`src/rtl/pipeline_debug_ctrl.sv`:
```
// Debug-unit sequencer for the MIPS pipeline: loads program words from the host link,
// runs or single-steps the pipeline, and dumps the register file back as bytes.
module pipeline_debug_ctrl #(
    parameter int                NB_REG     = 32,
    parameter int                NB_BYTE    = 8,
    parameter int                MEM_DEPTH  = 256,
    parameter int                N_REGS     = 32,
    parameter int                NB_CNT     = 32,
    parameter int                MAX_CYCLES = 1024,
    parameter logic [NB_REG-1:0] END_WORD   = NB_REG'(32'hFFFF_FFFF)
) (
    input  logic               i_clk,
    input  logic               i_reset,
    input  logic [NB_BYTE-1:0] i_rx_data,
    input  logic               i_rx_valid,
    output logic [NB_BYTE-1:0] o_tx_data,
    output logic               o_tx_valid,
    input  logic               i_tx_ready,
    input  logic               i_halt,
    input  logic [NB_REG-1:0]  i_dunit_reg,
    output logic               o_dunit_clk_en,
    output logic               o_dunit_reset_pc,
    output logic               o_dunit_w_mem,
    output logic [NB_REG-1:0]  o_dunit_addr,
    output logic [NB_REG-1:0]  o_dunit_data_if,
    output logic [NB_CNT-1:0]  o_cycle_count,
    output logic               o_busy
);
    localparam int NB_PER  = NB_REG / NB_BYTE;
    localparam int NB_BIDX = (NB_PER > 1) ? $clog2(NB_PER) : 1;
    localparam int NB_RUN  = $clog2(MAX_CYCLES + 1);

    localparam logic [NB_BIDX-1:0] LAST_BYTE = NB_BIDX'(NB_PER - 1);
    localparam logic [NB_RUN-1:0]  LAST_RUN  = NB_RUN'(MAX_CYCLES - 1);
    localparam logic [NB_REG-1:0]  LAST_K    = NB_REG'(MEM_DEPTH - 1);
    localparam logic [NB_REG-1:0]  LAST_REG  = NB_REG'(N_REGS - 1);

    localparam logic [NB_BYTE-1:0] CMD_LOAD = NB_BYTE'(8'h4C);
    localparam logic [NB_BYTE-1:0] CMD_RUN  = NB_BYTE'(8'h43);
    localparam logic [NB_BYTE-1:0] CMD_STEP = NB_BYTE'(8'h53);
    localparam logic [NB_BYTE-1:0] CMD_DUMP = NB_BYTE'(8'h44);
    localparam logic [NB_BYTE-1:0] CMD_RST  = NB_BYTE'(8'h52);

    typedef enum logic [2:0] {IDLE, LOAD, RUN, STEP, DUMP} state_t;

    state_t               state;
    logic [NB_BIDX-1:0]   byte_idx;
    logic [NB_REG-1:0]    word_sr;
    logic [NB_REG-1:0]    load_k;
    logic [NB_RUN-1:0]    run_cnt;
    logic                 halt_latch;
    logic                 settle;
    logic [NB_REG-1:0]    assembled;
    logic [NB_REG-1:0]    k_wr;
    logic [NB_CNT-1:0]    count_inc;

    assign assembled = (word_sr << NB_BYTE) | NB_REG'(i_rx_data);
    // A write pulse still in flight has not yet advanced load_k.
    assign k_wr      = o_dunit_w_mem ? load_k + NB_REG'(1) : load_k;
    assign count_inc = (o_cycle_count == '1) ? o_cycle_count : o_cycle_count + NB_CNT'(1);
    assign o_busy    = (state != IDLE);

    always_ff @(posedge i_clk) begin
        if (i_reset) begin
            state            <= IDLE;
            byte_idx         <= '0;
            word_sr          <= '0;
            load_k           <= '0;
            run_cnt          <= '0;
            halt_latch       <= 1'b0;
            settle           <= 1'b0;
            o_tx_data        <= '0;
            o_tx_valid       <= 1'b0;
            o_dunit_clk_en   <= 1'b0;
            o_dunit_reset_pc <= 1'b1;
            o_dunit_w_mem    <= 1'b0;
            o_dunit_addr     <= '0;
            o_dunit_data_if  <= '0;
            o_cycle_count    <= '0;
        end else begin
            case (state)
                IDLE: begin
                    if (i_rx_valid) begin
                        case (i_rx_data)
                            CMD_LOAD: begin
                                state            <= LOAD;
                                load_k           <= '0;
                                byte_idx         <= '0;
                                o_dunit_reset_pc <= 1'b1;
                            end
                            CMD_RUN: if (!halt_latch) begin
                                state            <= RUN;
                                run_cnt          <= '0;
                                o_dunit_clk_en   <= 1'b1;
                                o_dunit_reset_pc <= 1'b0;
                            end
                            CMD_STEP: if (!halt_latch) begin
                                state            <= STEP;
                                o_dunit_clk_en   <= 1'b1;
                                o_dunit_reset_pc <= 1'b0;
                            end
                            CMD_DUMP: begin
                                state        <= DUMP;
                                o_dunit_addr <= '0;
                                settle       <= 1'b1;
                                byte_idx     <= '0;
                            end
                            CMD_RST: begin
                                o_dunit_reset_pc <= 1'b1;
                                o_cycle_count    <= '0;
                                halt_latch       <= 1'b0;
                            end
                            default: ;
                        endcase
                    end
                end
                LOAD: begin
                    o_dunit_w_mem <= 1'b0;
                    if (o_dunit_w_mem) load_k <= load_k + NB_REG'(1);
                    if (o_dunit_w_mem && load_k == LAST_K) begin
                        state <= IDLE;
                    end else if (i_rx_valid) begin
                        word_sr <= assembled;
                        if (byte_idx == LAST_BYTE) begin
                            byte_idx <= '0;
                            if (assembled == END_WORD) begin
                                state <= IDLE;
                            end else begin
                                o_dunit_w_mem   <= 1'b1;
                                o_dunit_addr    <= k_wr << 2;
                                o_dunit_data_if <= assembled;
                            end
                        end else begin
                            byte_idx <= byte_idx + NB_BIDX'(1);
                        end
                    end
                end
                RUN: begin
                    o_cycle_count <= count_inc;
                    // Halt wins over the watchdog so the latch records it.
                    if (i_halt) begin
                        halt_latch     <= 1'b1;
                        o_dunit_clk_en <= 1'b0;
                        state          <= IDLE;
                    end else if (run_cnt == LAST_RUN) begin
                        o_dunit_clk_en <= 1'b0;
                        state          <= IDLE;
                    end else begin
                        run_cnt <= run_cnt + NB_RUN'(1);
                    end
                end
                STEP: begin
                    o_cycle_count  <= count_inc;
                    o_dunit_clk_en <= 1'b0;
                    state          <= IDLE;
                    if (i_halt) halt_latch <= 1'b1;
                end
                DUMP: begin
                    if (settle) begin
                        settle     <= 1'b0;
                        o_tx_valid <= 1'b1;
                        o_tx_data  <= i_dunit_reg[NB_REG-1 -: NB_BYTE];
                        word_sr    <= i_dunit_reg << NB_BYTE;
                        byte_idx   <= '0;
                    end else if (o_tx_valid && i_tx_ready) begin
                        if (byte_idx == LAST_BYTE) begin
                            o_tx_valid <= 1'b0;
                            if (o_dunit_addr == LAST_REG) begin
                                state <= IDLE;
                            end else begin
                                o_dunit_addr <= o_dunit_addr + NB_REG'(1);
                                settle       <= 1'b1;
                            end
                        end else begin
                            byte_idx  <= byte_idx + NB_BIDX'(1);
                            o_tx_data <= word_sr[NB_REG-1 -: NB_BYTE];
                            word_sr   <= word_sr << NB_BYTE;
                        end
                    end
                end
                default: state <= IDLE;
            endcase
        end
    end
endmodule

```
`config.mk`:
```
export PLATFORM = sky130hd
export DESIGN_NAME = pipeline_debug_ctrl
export DESIGN_NICKNAME = d
export VERILOG_FILES = /design/src/rtl/pipeline_debug_ctrl.sv
export SDC_FILE = /design/constraint.sdc
export NUM_CORES = 1
export LEC_CHECK = 0
export BUFFER_PORTS_ARGS = -buffer_cell sky130_fd_sc_hd__buf_4
export CAP_MARGIN = 20
export CORE_MARGIN = 5
export CORE_UTILIZATION = 30
export DETAILED_ROUTE_END_ITERATION = 8
export PLACE_DENSITY_LB_ADDON = 0.25
export SYNTH_ARGS = -nofsm -noshare
export SYNTH_HDL_FRONTEND = slang
export SYNTH_SLANG_ARGS = --single-unit
```
`constraint.sdc`:
```
create_clock -name i_clk -period 2.8 [get_ports i_clk]
set_clock_uncertainty 0.2 [all_clocks]
set_input_delay 0.14 -clock i_clk [delete_from_list [all_inputs] [get_ports i_clk]]
set_output_delay 0.14 -clock i_clk [all_outputs]
set_load 0.01 [all_outputs]
```
==> results of run 1 <==
[path summary, 6_finish.rpt]
check	end	cells past startpoint	slack, ps	from
worst max-delay path	o_dunit_addr[1]$_SDFFE_PP0P_	8	140	load_k[10]$_SDFFE_PP0P_
worst min-delay path	run_cnt[10]$_SDFFE_PP0P_	1	270	run_cnt[10]$_SDFFE_PP0P_
worst max register to register	o_dunit_addr[1]$_SDFFE_PP0P_	8	140	load_k[10]$_SDFFE_PP0P_
worst min register to register	run_cnt[10]$_SDFFE_PP0P_	1	270	run_cnt[10]$_SDFFE_PP0P_
[flip-flops by register name (all words and copies together) (netlist names)]
| name | flops |
|---|---|
| o_cycle_count | 32 |
| halt_latch | 1 |
| word_sr | 32 |
| o_tx_valid | 1 |
| o_dunit_data_if | 32 |
| byte_idx | 2 |
| o_dunit_reset_pc | 1 |
| o_tx_data | 8 |
| o_dunit_clk_en | 1 |
| o_dunit_w_mem | 1 |
| o_dunit_addr | 32 |
| settle | 1 |
| load_k | 32 |
| run_cnt | 11 |
| state | 3 |
[per-stage QoR]
step	worst slack (ps)	hold WS [ps]	total power, mW	util [%]
final	144.9	274.9	5.393	39.61
after floorplan	364.7	78.90	2.837	-
after detailed placement	138.6	195.2	2.922	36.39
after CTS	119.1	280.3	5.442	39.61
after global placement	206.4	187.0	2.923	36.39
after global routing	0.4017	292.7	5.573	39.61
[layout make-up]
type | count | area, um2
clock buffers | 18 | 429.2
repair buffers | 260 | 2150
inverters | 18 | 67.56
well taps | 402 | 503.0
flip-flops and latches | 190 | 3804
multi-input cells | 865 | 5399
fillers | 3188 | 19060
clock inverters | 14 | 147.6
[logic make-up (layout without fill, tap and decap cells)]
logic type               Yosys count  count (layout)  share of synthesized area [%]
AND/OR/NAND/NOR                  496             496                          26.60
buffers and inverters             93             310                          4.510
flip-flops                       190             190                          39.62
adder cells (fa/ha/maj)            5               5                         0.6517
XOR/XNOR                          59              59                          5.383
AO/OA/AOI/OAI                    238             238                          16.23
multiplexers                      67              67                          6.999
[per-layer routing]
| metal | wire length [um] | part of all wire [%] | vias up | GRT usage (%) |
|---|---|---|---|---|
| met1 | 14430 | 48 | 4338 | 23.12 |
| met3 | 2012 | 6.7 | 28 | 4.130 |
| met4 | 409 | 1.4 | 0 | 4.540 |
| li1 | - | - | 4560 | - |
| met2 | 13020 | 44 | 269 | 24.54 |
| met5 | 0 | 0 | - | 0 |
[synth_stat cells (all sizes together), types with 3 or more instances]
cell / count / share of area (%)
o21bai: 3 / 0.23
o31ai: 7 / 0.60
buf: 32 / 2.1
nand2: 98 / 3.8
inv: 17 / 0.66
nor4b: 3 / 0.59
nor2: 181 / 7.2
nand4: 45 / 3.4
o21ai: 36 / 1.9
xor2: 22 / 2.0
o211ai: 7 / 0.55
a211oi: 34 / 2.7
a21oi: 86 / 4.6
o22ai: 3 / 0.20
ha: 5 / 0.65
nor4: 29 / 2.2
nand3: 42 / 2.3
and3: 12 / 0.78
xnor2: 37 / 3.4
mux2i: 66 / 6.9
or3: 21 / 1.4
or4: 4 / 0.47
dfxtp: 190 / 40
o31a: 5 / 0.46
nor3: 26 / 1.7
a21o: 7 / 0.55
or2: 4 / 0.26
and4: 8 / 0.73
clkbuf: 43 / 1.7
a41oi: 5 / 0.46
nand2b: 5 / 0.33
o32ai: 15 / 1.4
a31oi: 8 / 0.52
o21a: 3 / 0.23
and2: 6 / 0.39
o32a: 7 / 0.73
nand3b: 3 / 0.23
[worst register-to-register path, delay by kind of cell (launching register included)]
family | cells | cell delay, ps
AND/OR/NAND/NOR | 5 | 1320
AO/OA/AOI/OAI | 2 | 480
flip-flops | 1 | 360
buffers and inverters | 1 | 200
[what timing repair did]
action | in CTS | in global routing
endpoints found under the hold margin | 71 | 0
buffers inserted | 0 | 0
hold buffers | 44 | 0
[power groups by stage]
stage | sequential, mW | clock [mW] | combinational (mW)
6_report | 2.70 | 2.48 | 0.205
4_1_cts | 2.70 | 2.53 | 0.205
2_1_floorplan | 2.77 | 0 | 0.0694
3_3_place_gp | 2.77 | 0 | 0.154
3_5_place_dp | 2.77 | 0 | 0.154
5_1_grt | 2.70 | 2.65 | 0.220
[placed cells by master (no fill, tap or decap), types with 8 or more instances in the layout]
| cell type | instances |
|---|---|
| clkbuf_16 | 17 |
| nand2_1 | 98 |
| dfxtp_1 | 190 |
| xnor2_1 | 37 |
| nor4_1 | 26 |
| nor2_1 | 175 |
| buf_4 | 209 |
| mux2i_1 | 66 |
| xor2_1 | 22 |
| dlygate4sd3_1 | 44 |
| or3_1 | 20 |
| and4_1 | 8 |
| a211oi_1 | 34 |
| nand3_1 | 39 |
| o21ai_0 | 36 |
| inv_1 | 16 |
| o32ai_1 | 14 |
| and3_1 | 12 |
| a21oi_1 | 84 |
| a31oi_1 | 8 |
| nand4_1 | 41 |
| nor3_1 | 20 |
==> reports/results.txt, run 1 <==
The cell area reported after detailed placement was 11480 um2. A synthesized cell averages 8.362 um2. The run gives 0 as the initial antenna violation count.

STA classifies the critical path startpoint as a flop. Walking the worst path, the cells encountered are nor4_1 > nand4_1 > nor4_2 > o32a_1 > or4_4 > buf_12 > nor4b_4 > a31o_1. The logs give 0 for the DRC violations left and 8612 for the number of global-route vias before repair. In this run the core area contains 65 standard-cell rows. The run gives 0 as the count of inserted antenna diode cells. The mean number of vias per cell is 5.204, and the share of cells above drive strength 1 is 21.10%. TritonCTS built the clock tree.

Max-cap violations in this run came to 0. Once detail routing completed, the nets flagged for antenna violations numbered 0. The tools report the count of distinct cell types in the synthesized netlist as 73. Measured along the y axis, the die boundary spans 188.9 um.

The transition time of the tightest slew-check pin is 823.3 ps. Routability-driven placement finished with a final weighted congestion of 0.8322. For this run, the slowest stage of the critical path takes 460 ps.

The final count of pins violating max slew came out at 0. For this design, the slowest cell found on the critical path is nor4_2. The Yosys step of the flow raised 0 warnings. The logs give 610 for the number of DRC markers in iteration 0 and 397.4 uV for the worst ir drop on vdd. Setup total negative slack on the finished layout was measured at 0 ps. The tools report the global router's overall resource usage as 16.27%. The part of the Yosys area used for sequential elements is 39.62%. The number of buffer and inverter stages on the critical path works out to 1. The final layout contains routed wiring with a total length of 29870 um. The placeable core area is 31560 um2, and the netlist area before placement is 9599 um2. The clock network power share came out at 46.1%. Final number of hold-violating endpoints: 0. The final cell count without fillers is 1767, and the share of flip-flops with an asynchronous set or reset after synthesis is 0%.

The die covers 35680 um2. Of the total power, combinational logic draws 3.8%. The worst slew margin relative to its limit was 45.12%. Of the total power, the share spent switching nets is 24.65%. The type of the worst setup path is flop to flop. The most used flip-flop cell after synthesis is dfxtp_1. For the worst setup path, the data required time is 2950 ps. The share of the clock period used by the worst path after layout works out to 94.82%.

The final layout contains 1402 nets. Synthesis inferred 190 register bits. Setup violations remaining at the end of the flow were counted as 0. The number of levels in the clock H-tree is 4, and the total instance count after detailed placement is 1691. The logs give 12500 um2 for the final standard cell area without fillers and 77 for the maximum number of pins on one net before global-route repair. The first global-routing pass estimated 47400 um of wire. The maximum net fanout on the critical path was 26; the insertion delay of the later-clocked pin in the worst-skew pair was 450 ps. Number of enable-type register cells in the synthesized netlist: 0. The worst-case clock buffer depth is 2.

The layout overhead on the synthesized area came out at 30.21%. The critical path endpoint category is a flop. For this design the top-level I/O count stands at 154.

Power spread over the standard cell area amounts to 431.5 nW/um2. The timing-limited maximum frequency is 376.6 MHz, and the arrival time at the worst endpoint is 2800 ps. The power share of the sequential group was 50.2%. Before antenna repair, the detailed router went through 5 iterations. The tools report the clock root buffer master as clkbuf_16. In the final routed layout, each cell accounts on average for 16.90 um.

The clock net sink count came out at 190. The initial utilization of the core area, before any placement, comes to 30.42%. Internal power comes to 4.063 mW.

The worst path needs 2655 ps of the cycle, external delays included. The floorplan step set the die width to 188.9 um. The min-delay analysis places its worst path in the category flop to flop. For the remaining global-route overflow, the log shows 0. For the count of mapped cells out of synthesis, the log shows 1148. Setup repair after global routing left no endpoint under its margin.

The cell family contributing the most delay on the critical path is simple AND/OR/NAND/NOR gates. The number of gates resized after CTS was 0. The clock input transition at the sequential cells of the worst setup and hold paths came out at 80 ps. For this block, the via count after detailed routing is 9195. The run finished with clean final reports.

The net count after synthesis was 1198. The run gives 17 as the number of CTS-inserted buffers. The analysis attributes to cell leakage a power of 4.749 nW.

Once detailed placement completed, the half-perimeter wirelength came to 21010 um. The count of buffers inserted at the top-level ports works out to 153. The net switching power was 1.329 mW.
(Power assumes the default switching activity.)
==> inputs of run 2 (changes only) <==
--- a/config.mk
+++ b/config.mk
@@ -11,6 +11,7 @@
 export CORE_UTILIZATION = 30
 export DETAILED_ROUTE_END_ITERATION = 8
 export PLACE_DENSITY_LB_ADDON = 0.25
+export REMOVE_ABC_BUFFERS = 1
 export SYNTH_ARGS = -nofsm -noshare
 export SYNTH_HDL_FRONTEND = slang
 export SYNTH_SLANG_ARGS = --single-unit
==> reports/results.txt, run 2 (same netlist as run 1, synthesis figures left out) <==
For the timing-limited maximum frequency, the log shows 376.9 MHz (about the same). The detailed-route via count was 9114 (-0.88%); the initial antenna violation count was 0 (unchanged). The critical path required time is 2960 ps (about the same), and the share of cells above drive strength 1 is 20.80% (-0.30 points). The type of the worst setup path was flop to flop.

The path depth of the worst reg2reg path was 8 (unchanged). The path class of the tightest hold or removal check is flop to flop. The run gives 31560 um2 (unchanged) as the placeable core area.

The worst hold slack after final layout is 272.4 ps (-2.485 ps). The library cells used most frequently in the layout, excluding fill and tap cells, are buf_4, dfxtp_1, nor2_1, nand2_1, a21oi_1. The remaining antenna violation count after routing was 0 (unchanged).

In this run the critical register-to-register path is captured at o_dunit_addr[0]$_SDFFE_PP0P_. For the final cell count without fillers, the log shows 1758 (-0.51%). The number of DRC markers in iteration 0 was 647 (+6.1%); the die height was 188.9 um (unchanged).

The number of CTS-inserted buffers was 17 (unchanged); the post-route minimum period was 2653 ps (-1.827 ps). The tools report the overall power after layout as 5.303 mW (-1.7%). The clock input transition at the sequential cells of the worst setup and hold paths was 70 ps (about the same).

The tools report the number of placement rows as 65 (unchanged). For the leakage power summed over all cells, the log shows 4.696 nW (-1.1%). Type of element launching the critical path: a flop.

Horizontal die dimension: 188.9 um (unchanged). Worst slew margin relative to its limit: 64.19% (+19 points). For the first-pass GRT wire length, the log shows 47340 um (-0.12%). The count of inserted antenna diode cells is 0 (unchanged), and the average detailed-routed wire length per instance is 16.59 um (-1.9%). The worst ir drop on vdd was 333.9 uV (-16%); the setup violation total in the final timing report was 0 (unchanged). The maximum number of pins on one net before global-route repair was 69 (-10%); the setup fix buffers added after clock tree synthesis was 0 (unchanged). The worst-case clock buffer depth was 2 (unchanged).

The number of levels in the clock H-tree is 4 (unchanged), and the utilization of the core after routing is 39.40% (-0.21 points). The half-perimeter wire length of the detailed placement result was 20550 um (-2.2%); the final number of hold-violating endpoints was 0 (unchanged). The remaining global-route overflow was 0 (unchanged); the mean number of vias per cell was 5.184 (-0.37%).

The die area is 35680 um2 (unchanged), and the insertion delay of the later-clocked pin in the worst-skew pair is 440 ps (about the same). TritonCTS built the clock tree. The tools report the start of the worst register-to-register path as o_dunit_addr[0]$_SDFFE_PP0P_.

The cell area reported after detailed placement was 11420 um2 (-0.58%). The run gives 1682 (-0.53%) as the total instance count after detailed placement. The number of global-route vias before repair is 8884 (+3.2%), and the number of primary I/O pins is 154 (unchanged).

The effective utilization at floorplan was 30.42% (unchanged). The flop-to-flop setup slack came out at 150 ps (about the same). The maximum net fanout on the critical path is 32 (+23%), and the final count of pins violating max slew is 0 (unchanged). For the DRC violations left, the log shows 0 (unchanged).

The total negative slack for setup checks was 0 ps (unchanged). The number of optimization iterations in the first detailed-route pass was 5 (unchanged); the transition time of the tightest slew-check pin was 532.2 ps (-291.0 ps). CTS placed an instance of clkbuf_16 at the clock tree root.

The number of stages on the worst hold path is 2 (+1). The clock net sink count came out at 190 (unchanged). Leaving out fill and tap cells, the most frequent cell in the layout is buf_4. Setup repair after global routing left no endpoint under its margin.

The final standard cell area without fillers is 12430 um2 (-0.53%), and the power density of the placed cells is 426.5 nW/um2 (-1.1%). Count of buffers inserted at the top-level ports: 153 (unchanged). The worst setup path is captured at a flop. The arrival time at the worst endpoint was 2810 ps (about the same). The share of the clock period used by the worst path after layout is 94.76% (about the same). The flow ran to the end, and the final reports show no timing, DRC or antenna violations.

The last weighted congestion value of the routability-driven placer is 0.8341 (+0.23%), and the global router's overall resource usage is 15.97% (-0.30 points). The run gives 0 (unchanged) as the max-cap violation count. The final worst setup slack was 146.7 ps (+1.827 ps); the pre-CTS worst setup slack was 185.0 ps (+46.33 ps). The worst hold path terminates at load_k[31]$_SDFFE_PP0P_. Relative to the synthesized area, the layout overhead comes to 29.52%. The run gives 1393 (-0.64%) as the number of nets in the finished design. The aggregate routed wire length is 29160 um (-2.4%). The tools report the startpoint of the worst hold path as load_k[31]$_SDFFE_PP0P_.
-- run 2: report_power, final --
| group | switching [mW] | internal, mW | leakage [nW] |
|---|---|---|---|
| Sequential | 0.00257 | 2.70 | 1.53 |
| Combinational | 0.108 | 0.102 | 2.89 |
| Clock | 1.19 | 1.20 | 0.275 |
| Total | 1.30 | 4.01 | 4.70 |
-- run 2: worst max-delay path by stage --
stage	from	to	slack, ps
3_3_place_gp	load_k[9]$_SDFFE_PP0P_	o_dunit_addr[6]$_SDFFE_PP0P_	190
6_report	o_dunit_addr[0]$_SDFFE_PP0P_	o_dunit_addr[0]$_SDFFE_PP0P_	150
3_5_place_dp	load_k[9]$_SDFFE_PP0P_	o_dunit_addr[6]$_SDFFE_PP0P_	180
2_1_floorplan	state[2]$_SDFFE_PP0P_	word_sr[0]$_SDFFE_PP0P_	-810
5_1_grt	i_rx_data[4]	o_cycle_count[15]$_SDFFE_PP0P_	4
4_1_cts	i_rx_data[2]	o_cycle_count[19]$_SDFFE_PP0P_	160
-- run 2: area by class of cell --
| type | instances | area (um2) |
|---|---|---|
| clock buffer | 19 | 442.9 |
| clock inverter | 13 | 125.1 |
| fill | 3196 | 19120 |
| inverter | 18 | 67.56 |
| multi-input combinational | 865 | 5409 |
| sequential | 190 | 3804 |
| tap | 402 | 503.0 |
| timing repair buffer | 251 | 2082 |
-- run 2: timing repair --
action	4_1_cts	5_1_grt
setup endpoints to repair	0	4
gates resized for setup	0	2
hold buffers	44	0
endpoints found under the hold margin	74	0
-- run 2: layer usage --
layer | vias to the layer above | part of all wire (%) | track usage [%]
li1 | 4553 | - | -
met1 | 4294 | 46 | 20.93
met2 | 235 | 47 | 26.79
met3 | 32 | 5.2 | 2.987
met4 | 0 | 2.0 | 4.933
met5 | - | 0 | 0
-- run 2: critical path, cell delays in order, from the launching register on --
cell and delay (ps):
dfxtp_1 360, ha_1 250, nand4_1 220, nor4_1 130
o21a_1 200, or4_4 600, buf_12 200, or3_1 310
a21oi_1 110
==> inputs of run 3 (changes only) <==
--- a/config.mk
+++ b/config.mk
@@ -11,6 +11,7 @@
 export CORE_UTILIZATION = 30
 export DETAILED_ROUTE_END_ITERATION = 8
 export PLACE_DENSITY_LB_ADDON = 0.25
+export RECOVER_POWER = 50
 export REMOVE_ABC_BUFFERS = 1
 export SYNTH_ARGS = -nofsm -noshare
 export SYNTH_HDL_FRONTEND = slang
==> reports/results.txt, run 3 (same netlist as run 1, synthesis figures left out) <==
Final number of hold-violating endpoints: 0 (unchanged). The library cells used most frequently in the layout, excluding fill and tap cells, are dfxtp_1, nor2_1, clkbuf_1, nand2_1, buf_4. The path depth of the worst reg2reg path came out at 8 (unchanged).

The power density of the placed cells is 442.2 nW/um2 (+3.7%), and the aggregate routed wire length is 29110 um (-0.19%). The logs give 0 (unchanged) for the setup violation total in the final timing report and 150 ps (about the same) for the flop-to-flop setup slack. Maximum number of pins on one net before global-route repair: 69 (unchanged).

The share of the clock period used by the worst path after layout works out to 94.70% (about the same). The startpoint identified for the worst register-to-register timing path is o_dunit_addr[0]$_SDFFE_PP0P_. The average detailed-routed wire length per instance was 16.56 um (-0.19%); the half-perimeter wire length of the detailed placement result was 20550 um (unchanged).

The worst-case clock buffer depth is 2 (unchanged). The tightest min-delay check is of the flop to flop type. The global router's overall resource usage was 15.97% (unchanged); the maximum net fanout on the critical path was 32 (unchanged). The clock root buffer master is clkbuf_16. Startpoint of the worst hold path: run_cnt[10]$_SDFFE_PP0P_. The count of buffers inserted at the top-level ports works out to 153 (unchanged). The worst setup path is of the flop to flop kind. The count of inserted antenna diode cells came out at 0 (unchanged).

For the number of primary I/O pins, the log shows 154 (unchanged). The logs give 0 ps (unchanged) for the total negative slack for setup checks and 1758 (unchanged) for the final cell count without fillers. The number of optimization iterations in the first detailed-route pass is 5 (unchanged).

For the utilization of the core after routing, the log shows 38.00% (-1.4 points). The flow ran to the end, and the final reports show no timing, DRC or antenna violations. The transition time of the tightest slew-check pin is 848.0 ps (+315.7 ps), and the final count of pins violating max slew is 0 (unchanged). For the clock net sink count, the log shows 190 (unchanged). The horizontal die dimension is 188.9 um (unchanged), and the total instance count after detailed placement is 1682 (unchanged). The number of global-route vias before repair came out at 8884 (unchanged). TritonCTS built the clock tree. The critical path endpoint category was a flop. The first-pass GRT wire length is 47340 um (unchanged).

The arrival time at the worst endpoint is 2810 ps (about the same). The share of cells above drive strength 1 was 12.32% (-8.5 points); the detailed-route via count was 9102 (-0.13%). The logs give 11990 um2 (-3.6%) for the final standard cell area without fillers and 0 (unchanged) for the remaining antenna violation count after routing. The clock input transition at the sequential cells of the worst setup and hold paths was 70 ps (about the same). Leaving out fill and tap cells, the most frequent cell in the layout is dfxtp_1.

STA classifies the critical path startpoint as a flop. The initial antenna violation count was 0 (unchanged). The tools report the worst ir drop on vdd as 332.6 uV (-0.38%). The cell area reported after detailed placement was 11420 um2 (unchanged). For the critical path required time, the log shows 2960 ps (about the same). The DRC violations left was 0 (unchanged). The worst slew margin relative to its limit came out at 43.47% (-21 points). In this run the critical register-to-register path is captured at o_dunit_addr[0]$_SDFFE_PP0P_.

The effective utilization at floorplan was 30.42% (unchanged). The die area is 35680 um2 (unchanged), and the number of stages on the worst hold path is 1 (-1). Mean number of vias per cell: 5.177 (-0.13%). Compared with the post-synthesis result, the final layout area differs by 24.91%. The logs give 4.216 nW (-10%) for the leakage power summed over all cells and 0 (unchanged) for the max-cap violation count. The destination of the worst hold path was run_cnt[10]$_SDFFE_PP0P_. The post-route minimum period is 2652 ps (-1.695 ps). The number of nets in the finished design was 1393 (unchanged); the number of placement rows was 65 (unchanged).

The run gives 377.1 MHz (about the same) as the timing-limited maximum frequency. Remaining global-route overflow: 0 (unchanged). Setup repair after global routing left no endpoint under its margin. The logs give 4 (unchanged) for the number of levels in the clock H-tree and 17 (unchanged) for the number of CTS-inserted buffers. The placeable core area is 31560 um2 (unchanged). The insertion delay of the later-clocked pin in the worst-skew pair is 430 ps (about the same), and the die height is 188.9 um (unchanged). The last weighted congestion value of the routability-driven placer came out at 0.8341 (unchanged). For the worst hold slack after final layout, the log shows 273.6 ps (+1.174 ps). The number of DRC markers in iteration 0 is 671 (+3.7%).
## run 3: metrics by stage
| step | power (mW) | setup slack, ps |
|---|---|---|
| detailed placement | 2.928 | 185.0 |
| finish | 5.302 | 148.4 |
| global placement | 2.928 | 187.9 |
| global route | 5.484 | 2.798 |
| floorplan | 2.800 | -806.9 |
| CTS | 5.375 | 161.0 |
## run 3: worst max-delay path: stages, from the launching register on
cell     delay (ps)
dfxtp_1         360
ha_1            250
nand4_1         210
nor4_1          130
o21a_1          200
or4_4           600
buf_12          200
or3_1           310
a21oi_1         110
## run 3: routing by layer
layer	part of all wire, %	global-route usage [%]	vias up
li1	-	-	4550
met1	47	20.93	4317
met2	47	26.79	204
met3	4.5	2.987	31
met4	1.9	4.933	0
met5	0	0	-
## run 3: layout make-up
class | count | area, um2
well taps | 402 | 503.0
fillers | 3307 | 19570
clock buffers | 19 | 442.9
clock inverters | 13 | 125.1
multi-input cells | 865 | 5383
repair buffers | 251 | 1665
flip-flops and latches | 190 | 3804
inverters | 18 | 67.56
## run 3: what timing repair did
item,CTS,global route
setup endpoints to repair,0,4
hold endpoints to repair,74,0
resized for setup,0,2
hold buffers,44,0
buffers inserted,0,0
## run 3: worst max-delay path by stage
stage,from,end,slack [ps]
finish,o_dunit_addr[0]$_SDFFE_PP0P_,o_dunit_addr[0]$_SDFFE_PP0P_,150
global route,i_rx_data[4],o_cycle_count[15]$_SDFFE_PP0P_,3
CTS,i_rx_data[2],o_cycle_count[19]$_SDFFE_PP0P_,160
detailed placement,load_k[9]$_SDFFE_PP0P_,o_dunit_addr[6]$_SDFFE_PP0P_,180
global placement,load_k[9]$_SDFFE_PP0P_,o_dunit_addr[6]$_SDFFE_PP0P_,190
floorplan,state[2]$_SDFFE_PP0P_,word_sr[0]$_SDFFE_PP0P_,-810
## run 3: report_power, final
| group | switching (mW) | internal (mW) | total (mW) |
|---|---|---|---|
| logic | 0.107 | 0.102 | 0.209 |
| clock network | 1.19 | 1.20 | 2.39 |
| registers | 0.00251 | 2.70 | 2.70 |
